==> src/rtl/mc_ctrl_pkg.sv <==
// mc_ctrl_pkg: shared definitions for the multicycle MIPS control unit.
//   - state_t : FSM state enumeration (4-bit encoding)
//   - OP_*    : instruction opcode field values
//   - FN_*    : R-type funct field values
//   - ALU_*   : ALU operation codes driven on ALUSel (zero-extended by users)
package mc_ctrl_pkg;

    typedef enum logic [3:0] {
        ST_FETCH   = 4'd0,
        ST_DECODE  = 4'd1,
        ST_MEMADR  = 4'd2,
        ST_MEMRD   = 4'd3,
        ST_MEMWB   = 4'd4,
        ST_MEMWR   = 4'd5,
        ST_RTYPEEX = 4'd6,
        ST_RTYPEWB = 4'd7,
        ST_BEQEX   = 4'd8,
        ST_BNEEX   = 4'd9,
        ST_ADDIEX  = 4'd10,
        ST_ADDIWB  = 4'd11,
        ST_JEX     = 4'd12,
        ST_ILLEGAL = 4'd13
    } state_t;

    localparam logic [5:0] OP_RTYPE = 6'b000000;
    localparam logic [5:0] OP_LW    = 6'b100011;
    localparam logic [5:0] OP_SW    = 6'b101011;
    localparam logic [5:0] OP_BEQ   = 6'b000100;
    localparam logic [5:0] OP_BNE   = 6'b000101;
    localparam logic [5:0] OP_ADDI  = 6'b001000;
    localparam logic [5:0] OP_J     = 6'b000010;

    localparam logic [5:0] FN_ADD = 6'b100000;
    localparam logic [5:0] FN_SUB = 6'b100010;
    localparam logic [5:0] FN_AND = 6'b100100;
    localparam logic [5:0] FN_OR  = 6'b100101;
    localparam logic [5:0] FN_SLT = 6'b101010;

    localparam logic [3:0] ALU_AND = 4'b0000;
    localparam logic [3:0] ALU_OR  = 4'b0001;
    localparam logic [3:0] ALU_ADD = 4'b0010;
    localparam logic [3:0] ALU_SUB = 4'b0110;
    localparam logic [3:0] ALU_SLT = 4'b0111;

endpackage

==> src/rtl/mc_funct_decoder.sv <==
// mc_funct_decoder: combinational R-type funct decode.
//   funct  in  OPW   function field of the instruction
//   alusel out SELW  ALU operation for the funct (ADD when not legal)
//   legal  out 1     funct is one of add/sub/and/or/slt
module mc_funct_decoder
    import mc_ctrl_pkg::*;
#(
    parameter int OPW  = 6,
    parameter int SELW = 4
) (
    input  logic [OPW-1:0]  funct,
    output logic [SELW-1:0] alusel,
    output logic            legal
);

    always_comb begin
        alusel = SELW'(ALU_ADD);
        legal  = 1'b1;
        if (funct == OPW'(FN_ADD)) begin
            alusel = SELW'(ALU_ADD);
        end else if (funct == OPW'(FN_SUB)) begin
            alusel = SELW'(ALU_SUB);
        end else if (funct == OPW'(FN_AND)) begin
            alusel = SELW'(ALU_AND);
        end else if (funct == OPW'(FN_OR)) begin
            alusel = SELW'(ALU_OR);
        end else if (funct == OPW'(FN_SLT)) begin
            alusel = SELW'(ALU_SLT);
        end else begin
            legal = 1'b0;
        end
    end

endmodule

==> src/rtl/multicycle_control_unit.sv <==
// multicycle_control_unit: Moore control FSM for a multicycle MIPS datapath.
// Walks each instruction through fetch/decode/execute/memory/writeback and
// drives datapath enables and mux selects from the current state.
//   CLK, RST            clock, synchronous active-high reset
//   Opcode, Funct       instruction register fields
//   Zero                ALU zero flag (branch resolution)
//   MemReady            memory access completes this cycle (stall handshake)
//   ALUSel, ALUSrcA/B   ALU operation and operand selects
//   PCSrc, IorD         PC source and memory address selects
//   IRWE, PCEn, DMWE,
//   RFWE                write enables
//   RFDSel, MtoRFSel    register file destination / writeback data selects
//   IllegalOp           one-cycle pulse on an unsupported opcode or funct
//   InstrDone           one-cycle pulse in the final cycle of an instruction
module multicycle_control_unit
    import mc_ctrl_pkg::*;
#(
    parameter int OPW  = 6,
    parameter int SELW = 4   // must be at least 4 to hold the ALU codes
) (
    input  logic            CLK,
    input  logic            RST,
    input  logic [OPW-1:0]  Opcode,
    input  logic [OPW-1:0]  Funct,
    input  logic            Zero,
    input  logic            MemReady,
    output logic [SELW-1:0] ALUSel,
    output logic            ALUSrcA,
    output logic [1:0]      ALUSrcB,
    output logic [1:0]      PCSrc,
    output logic            IorD,
    output logic            IRWE,
    output logic            PCEn,
    output logic            DMWE,
    output logic            RFWE,
    output logic            RFDSel,
    output logic            MtoRFSel,
    output logic            IllegalOp,
    output logic            InstrDone
);

    state_t state_reg;
    state_t state_next;
    state_t decode_next;

    logic [SELW-1:0] funct_alusel;
    logic            funct_legal;

    mc_funct_decoder #(
        .OPW  (OPW),
        .SELW (SELW)
    ) u_funct_decoder (
        .funct  (Funct),
        .alusel (funct_alusel),
        .legal  (funct_legal)
    );

    always_ff @(posedge CLK) begin
        if (RST) begin
            state_reg <= ST_FETCH;
        end else begin
            state_reg <= state_next;
        end
    end

    // Opcode dispatch out of DECODE. Anything unrecognised, including an
    // R-type with an unknown funct, lands in ILLEGAL.
    always_comb begin
        decode_next = ST_ILLEGAL;
        if (Opcode == OPW'(OP_LW) || Opcode == OPW'(OP_SW)) begin
            decode_next = ST_MEMADR;
        end else if (Opcode == OPW'(OP_RTYPE)) begin
            decode_next = funct_legal ? ST_RTYPEEX : ST_ILLEGAL;
        end else if (Opcode == OPW'(OP_BEQ)) begin
            decode_next = ST_BEQEX;
        end else if (Opcode == OPW'(OP_BNE)) begin
            decode_next = ST_BNEEX;
        end else if (Opcode == OPW'(OP_ADDI)) begin
            decode_next = ST_ADDIEX;
        end else if (Opcode == OPW'(OP_J)) begin
            decode_next = ST_JEX;
        end
    end

    always_comb begin
        state_next = state_reg;
        ALUSel     = SELW'(ALU_ADD);
        ALUSrcA    = 1'b0;
        ALUSrcB    = 2'b00;
        PCSrc      = 2'b00;
        IorD       = 1'b0;
        IRWE       = 1'b0;
        PCEn       = 1'b0;
        DMWE       = 1'b0;
        RFWE       = 1'b0;
        RFDSel     = 1'b0;
        MtoRFSel   = 1'b0;
        IllegalOp  = 1'b0;
        InstrDone  = 1'b0;

        case (state_reg)
            ST_FETCH: begin
                // PC+4 is written together with the IR once memory answers.
                ALUSrcB = 2'b01;
                IRWE    = MemReady;
                PCEn    = MemReady;
                if (MemReady) state_next = ST_DECODE;
            end
            ST_DECODE: begin
                // Branch target is precomputed into ALUOut here.
                ALUSrcB    = 2'b11;
                state_next = decode_next;
            end
            ST_MEMADR: begin
                ALUSrcA    = 1'b1;
                ALUSrcB    = 2'b10;
                state_next = (Opcode == OPW'(OP_LW)) ? ST_MEMRD : ST_MEMWR;
            end
            ST_MEMRD: begin
                IorD = 1'b1;
                if (MemReady) state_next = ST_MEMWB;
            end
            ST_MEMWB: begin
                MtoRFSel   = 1'b1;
                RFWE       = 1'b1;
                InstrDone  = 1'b1;
                state_next = ST_FETCH;
            end
            ST_MEMWR: begin
                // Write strobe stays up for the whole wait so the memory can
                // complete at its own pace.
                IorD      = 1'b1;
                DMWE      = 1'b1;
                InstrDone = MemReady;
                if (MemReady) state_next = ST_FETCH;
            end
            ST_RTYPEEX: begin
                ALUSrcA    = 1'b1;
                ALUSel     = funct_alusel;
                state_next = ST_RTYPEWB;
            end
            ST_RTYPEWB: begin
                RFDSel     = 1'b1;
                RFWE       = 1'b1;
                InstrDone  = 1'b1;
                state_next = ST_FETCH;
            end
            ST_BEQEX, ST_BNEEX: begin
                ALUSrcA    = 1'b1;
                ALUSel     = SELW'(ALU_SUB);
                PCSrc      = 2'b01;
                PCEn       = (state_reg == ST_BEQEX) ? Zero : ~Zero;
                InstrDone  = 1'b1;
                state_next = ST_FETCH;
            end
            ST_ADDIEX: begin
                ALUSrcA    = 1'b1;
                ALUSrcB    = 2'b10;
                state_next = ST_ADDIWB;
            end
            ST_ADDIWB: begin
                RFWE       = 1'b1;
                InstrDone  = 1'b1;
                state_next = ST_FETCH;
            end
            ST_JEX: begin
                PCSrc      = 2'b10;
                PCEn       = 1'b1;
                InstrDone  = 1'b1;
                state_next = ST_FETCH;
            end
            ST_ILLEGAL: begin
                // PC already advanced in FETCH; just flag and move on.
                IllegalOp  = 1'b1;
                state_next = ST_FETCH;
            end
            default: begin
                state_next = ST_FETCH;
            end
        endcase

        // Reset silences every output so an aborted instruction cannot
        // commit anything in the reset cycle.
        if (RST) begin
            ALUSel    = '0;
            ALUSrcA   = 1'b0;
            ALUSrcB   = 2'b00;
            PCSrc     = 2'b00;
            IorD      = 1'b0;
            IRWE      = 1'b0;
            PCEn      = 1'b0;
            DMWE      = 1'b0;
            RFWE      = 1'b0;
            RFDSel    = 1'b0;
            MtoRFSel  = 1'b0;
            IllegalOp = 1'b0;
            InstrDone = 1'b0;
        end
    end

endmodule
==> config.mk <==
export PLATFORM = sky130hd
export DESIGN_NAME = multicycle_control_unit
export DESIGN_NICKNAME = d
export VERILOG_FILES = /design/src/rtl/mc_ctrl_pkg.sv /design/src/rtl/mc_funct_decoder.sv /design/src/rtl/multicycle_control_unit.sv
export SDC_FILE = /design/constraint.sdc
export NUM_CORES = 1
export LEC_CHECK = 0
export CAP_MARGIN = 20
export CORE_MARGIN = 2
export CORE_UTILIZATION = 37
export CTS_CLUSTER_DIAMETER = 40
export DETAILED_ROUTE_END_ITERATION = 16
export PLACE_DENSITY_LB_ADDON = 0.12
export SETUP_SLACK_MARGIN = 0.3
export SLEW_MARGIN = 40
export SYNTH_ARGS = -nofsm -noshare
export SYNTH_HDL_FRONTEND = slang
export SYNTH_HIERARCHICAL = 1
export SYNTH_SLANG_ARGS = --single-unit
==> constraint.sdc <==
create_clock -name CLK -period 1.3 [get_ports CLK]
set_input_delay 0.26 -clock CLK [delete_from_list [all_inputs] [get_ports CLK]]
set_output_delay 0.26 -clock CLK [all_outputs]
set_load 0.005 [all_outputs]
==> metrics.md <==
| Metric | Value |
|---|---|
| Status | `finished, violations left` |
| Failing checks | `setup timing` |
| Non-filler instance count after layout | `221` |
| Syn avg cell area | `6.65 sq um` |
| Crit path DAT | `1450 ps` |
| Fin crit share | `131%` |
| Prevailing post-synth register cell | `dfxtp_1` |
| Die Span X | `48.7 um` |
| Global-route wire length before repair | `5990 um` |
| CP Class | `register to output port` |
| Antenna Nets Post-Route | `0` |
| TritonCTS buffer count | `3` |
| Critical path launch point type | `register` |
| Worst-Skew Late Latency | `280 ps` |
| Max Cap Viol | `0` |
| Port Buffers | `32` |
| Clk sinks | `4` |
| Worst slack at placement | `-904 ps` |
| Hold path depth | `5` |
| Iter 0 DRT Violations | `87` |
| Post-Syn Area | `738 sq um` |
| Final hold violation count | `0` |
| EDFF count, synth | `0` |
| Seq/Total Area, Yosys | `10.8%` |
| Final count of negative-setup-slack endpoints | `21` |
| Final nets | `211` |
| Pwr/cell area | `697 mW/mm^2` |
| Post-synth ARST share | `0%` |
| I/O pin total | `34` |
| Max reg flops | `4` |
| DP Wirelength | `2120 um` |
| Post-DR wirelength/cell | `22.2 um` |
| Pin count of the biggest net entering global routing | `15` |
| Min-Delay Endpoint | `state_reg[1]$_SDFFE_PP0P_` |
| Area contributors post-synth | `dfxtp_1 11%, nand2b_1 8.5%, nor3_1 7.5%` |
| Synthesized Nets | `127` |
| Setup slack after layout | `-407 ps` |
| First-pass iteration count of the detailed router | `6` |
| Unrepaired setup endpoints after global routing | `true` |
| Die height | `48.7 um` |
| Area Overhead vs Synth | `144%` |
| Initial core utilization | `38.4%` |
| Crit. End Element | `output port` |
| Vias in the first global route | `1296` |
| Reg clk slew, reported paths | `70 ps` |
| Row count | `16` |
| Core Box Area | `0.00192 sq mm` |
| DRC violations left | `0` |
| Power Total | `1260 uW` |
| Minimum clock period | `1710 ps` |
| F_max | `0.586 GHz` |
| Reg2Reg Depth | `5` |
| Total vias in the final route | `1377` |
| Leak | `0.000771 uW` |
| Placed insts | `197` |
| GP Congestion | `0.798` |
| Max-slew violation count | `0` |
| Reg2Reg Setup Slack | `-310 ps` |
| Hold crit path type | `input port to register` |
| Post-synth top area share | `10.8%` |
| Cells after Synth | `111` |
| Dominant cell type by area after synthesis | `dfxtp_1` |
| Ant diodes | `0` |
| Root buf cell | `clkbuf_4` |
| GR Overflow Total | `0` |
| Max IR drop VDD | `0.000542 V` |
| Setup Skew | `16.2 ps` |
| Worst hold slack | `553 ps` |
| Worst hold start | `Opcode[2]` |
| WP data required | `1040 ps` |
| CTS tree | `built` |
| Worst r2r dst | `state_reg[2]$_SDFFE_PP0P_` |
| Synth Register Bits | `4` |
| Initial antenna violation count | `0` |
| Layout cell share with drive strength beyond 1 | `70.6%` |
| Ys Warns | `6` |
| Die area | `0.00237 sq mm` |
| Final Util | `93.9%` |
| Clock Tree Buf Depth | `2` |
| # hold bufs at CTS | `0` |
| Total wire length | `4900 um` |
| Vias per Instance | `6.23` |
| Critical path fanouts, max | `10` |
| R2R Path Start | `state_reg[2]$_SDFFE_PP0P_` |
| GRT Total Usage | `32.1%` |
| H-tree depth | `1` |
| Synth unique cells | `43` |
[metrics by stage]
| stage | cell area, sq um | setup TNS, ps |
|---|---|---|
| floorplan | 981 | 0 |
| global placement | 1470 | -13920 |
| detailed placement | 1470 | -14480 |
| CTS | 1660 | -4020 |
| global route | 1800 | -6410 |
| finish | 1800 | -6000 |
[per-layer routing]
layer	vias up	part of all wire, %	track usage, %
li1	580	-	-
met1	647	37	35.9
met2	119	49	60.5
met3	31	8.7	2.47
met4	0	5.8	15.7
met5	-	0	0
[synth_stat cells, types with 2 or more instances]
cell type	n
and3_1	3
nand2_1	3
a211oi_1	3
o211ai_1	2
o21ai_0	6
nor2b_1	3
nand3_1	2
nand2b_1	10
nor3_1	11
nor3b_1	2
dfxtp_1	4
nand4bb_1	2
or3b_1	2
a21oi_1	9
buf_2	6
clkbuf_1	3
nor2_1	12
xnor2_1	2
nand3b_1	2
[critical path, cell delays in order, from the launching register on]
cell and delay (ps):
dfxtp_4 410, nor3_4 230, buf_4 150, buf_4 100, and3_1 160, buf_2 120
[cell type report]
class	count	area [sq um]
timing repair buffer	89	749
tap	27	33.8
multi-input combinational	97	900
fill	62	118
clock buffer	4	26.3
sequential	4	95.1
[power breakdown]
group          internal [uW]  leakage (uW)  switching, uW  total [uW]
Combinational            451      0.000721            401         853
Sequential               139     0.0000356           43.0         182
Clock                    118     0.0000150            105         223
Total                    709      0.000771            549        1260
[cell usage in the layout, fill, tap and decap left out, drive strengths merged, types with 2 or more instances in the layout]
cell type | synthesis | routed
nand3 | 3 | 3
xnor2 | 2 | 2
nor2b | 3 | 3
nor3b | 2 | 2
clkdlybuf4s15 | 0 | 2
clkdlybuf4s50 | 0 | 2
or3b | 2 | 2
a211oi | 3 | 3
nor3 | 11 | 11
clkbuf | 3 | 5
dfxtp | 4 | 4
nand2 | 3 | 3
o21ai | 6 | 6
nor2 | 12 | 12
o211ai | 2 | 2
nand2b | 11 | 11
a21oi | 9 | 9
and3 | 3 | 3
dlygate4sd2 | 0 | 7
buf | 7 | 77
nand3b | 2 | 2
nand4bb | 2 | 2
[how the worst max path moves through the flow]
| stage | from | to | slack, ps | cells past startpoint |
|---|---|---|---|---|
| 2_1_floorplan | Funct[4] | ALUSel[1] | 40 | 4 |
| 3_3_place_gp | Funct[5] | ALUSel[1] | -860 | 6 |
| 3_5_place_dp | Funct[5] | ALUSel[2] | -900 | 6 |
| 4_1_cts | state_reg[0]$_SDFFE_PP0P_ | ALUSel[0] | -300 | 6 |
| 5_1_grt | state_reg[3]$_SDFFE_PP0P_ | ALUSel[0] | -420 | 5 |
| 6_report | state_reg[3]$_SDFFE_PP0P_ | ALUSel[0] | -410 | 5 |
[logic make-up (layout without fill, tap and decap cells)]
kind of cell | count (synthesis) | after routing | share of synthesized area, %
and+or+nand+nor | 63 | 63 | 51.9
other | 1 | 1 | 0.508
muxes | 1 | 1 | 1.53
buffers and inverters | 10 | 93 | 6.61
AOI/OAI and AO/OA | 29 | 29 | 25.1
DFF | 4 | 4 | 10.8
xor gates and xnor gates | 3 | 3 | 3.56
[what timing repair did]
action                     4_1_cts  5_1_grt
resized for setup              131       21
setup endpoints to repair       21       21
setup buffers                   12        8
pin swaps                       26        9
Power figures use the tool's default switching activity.
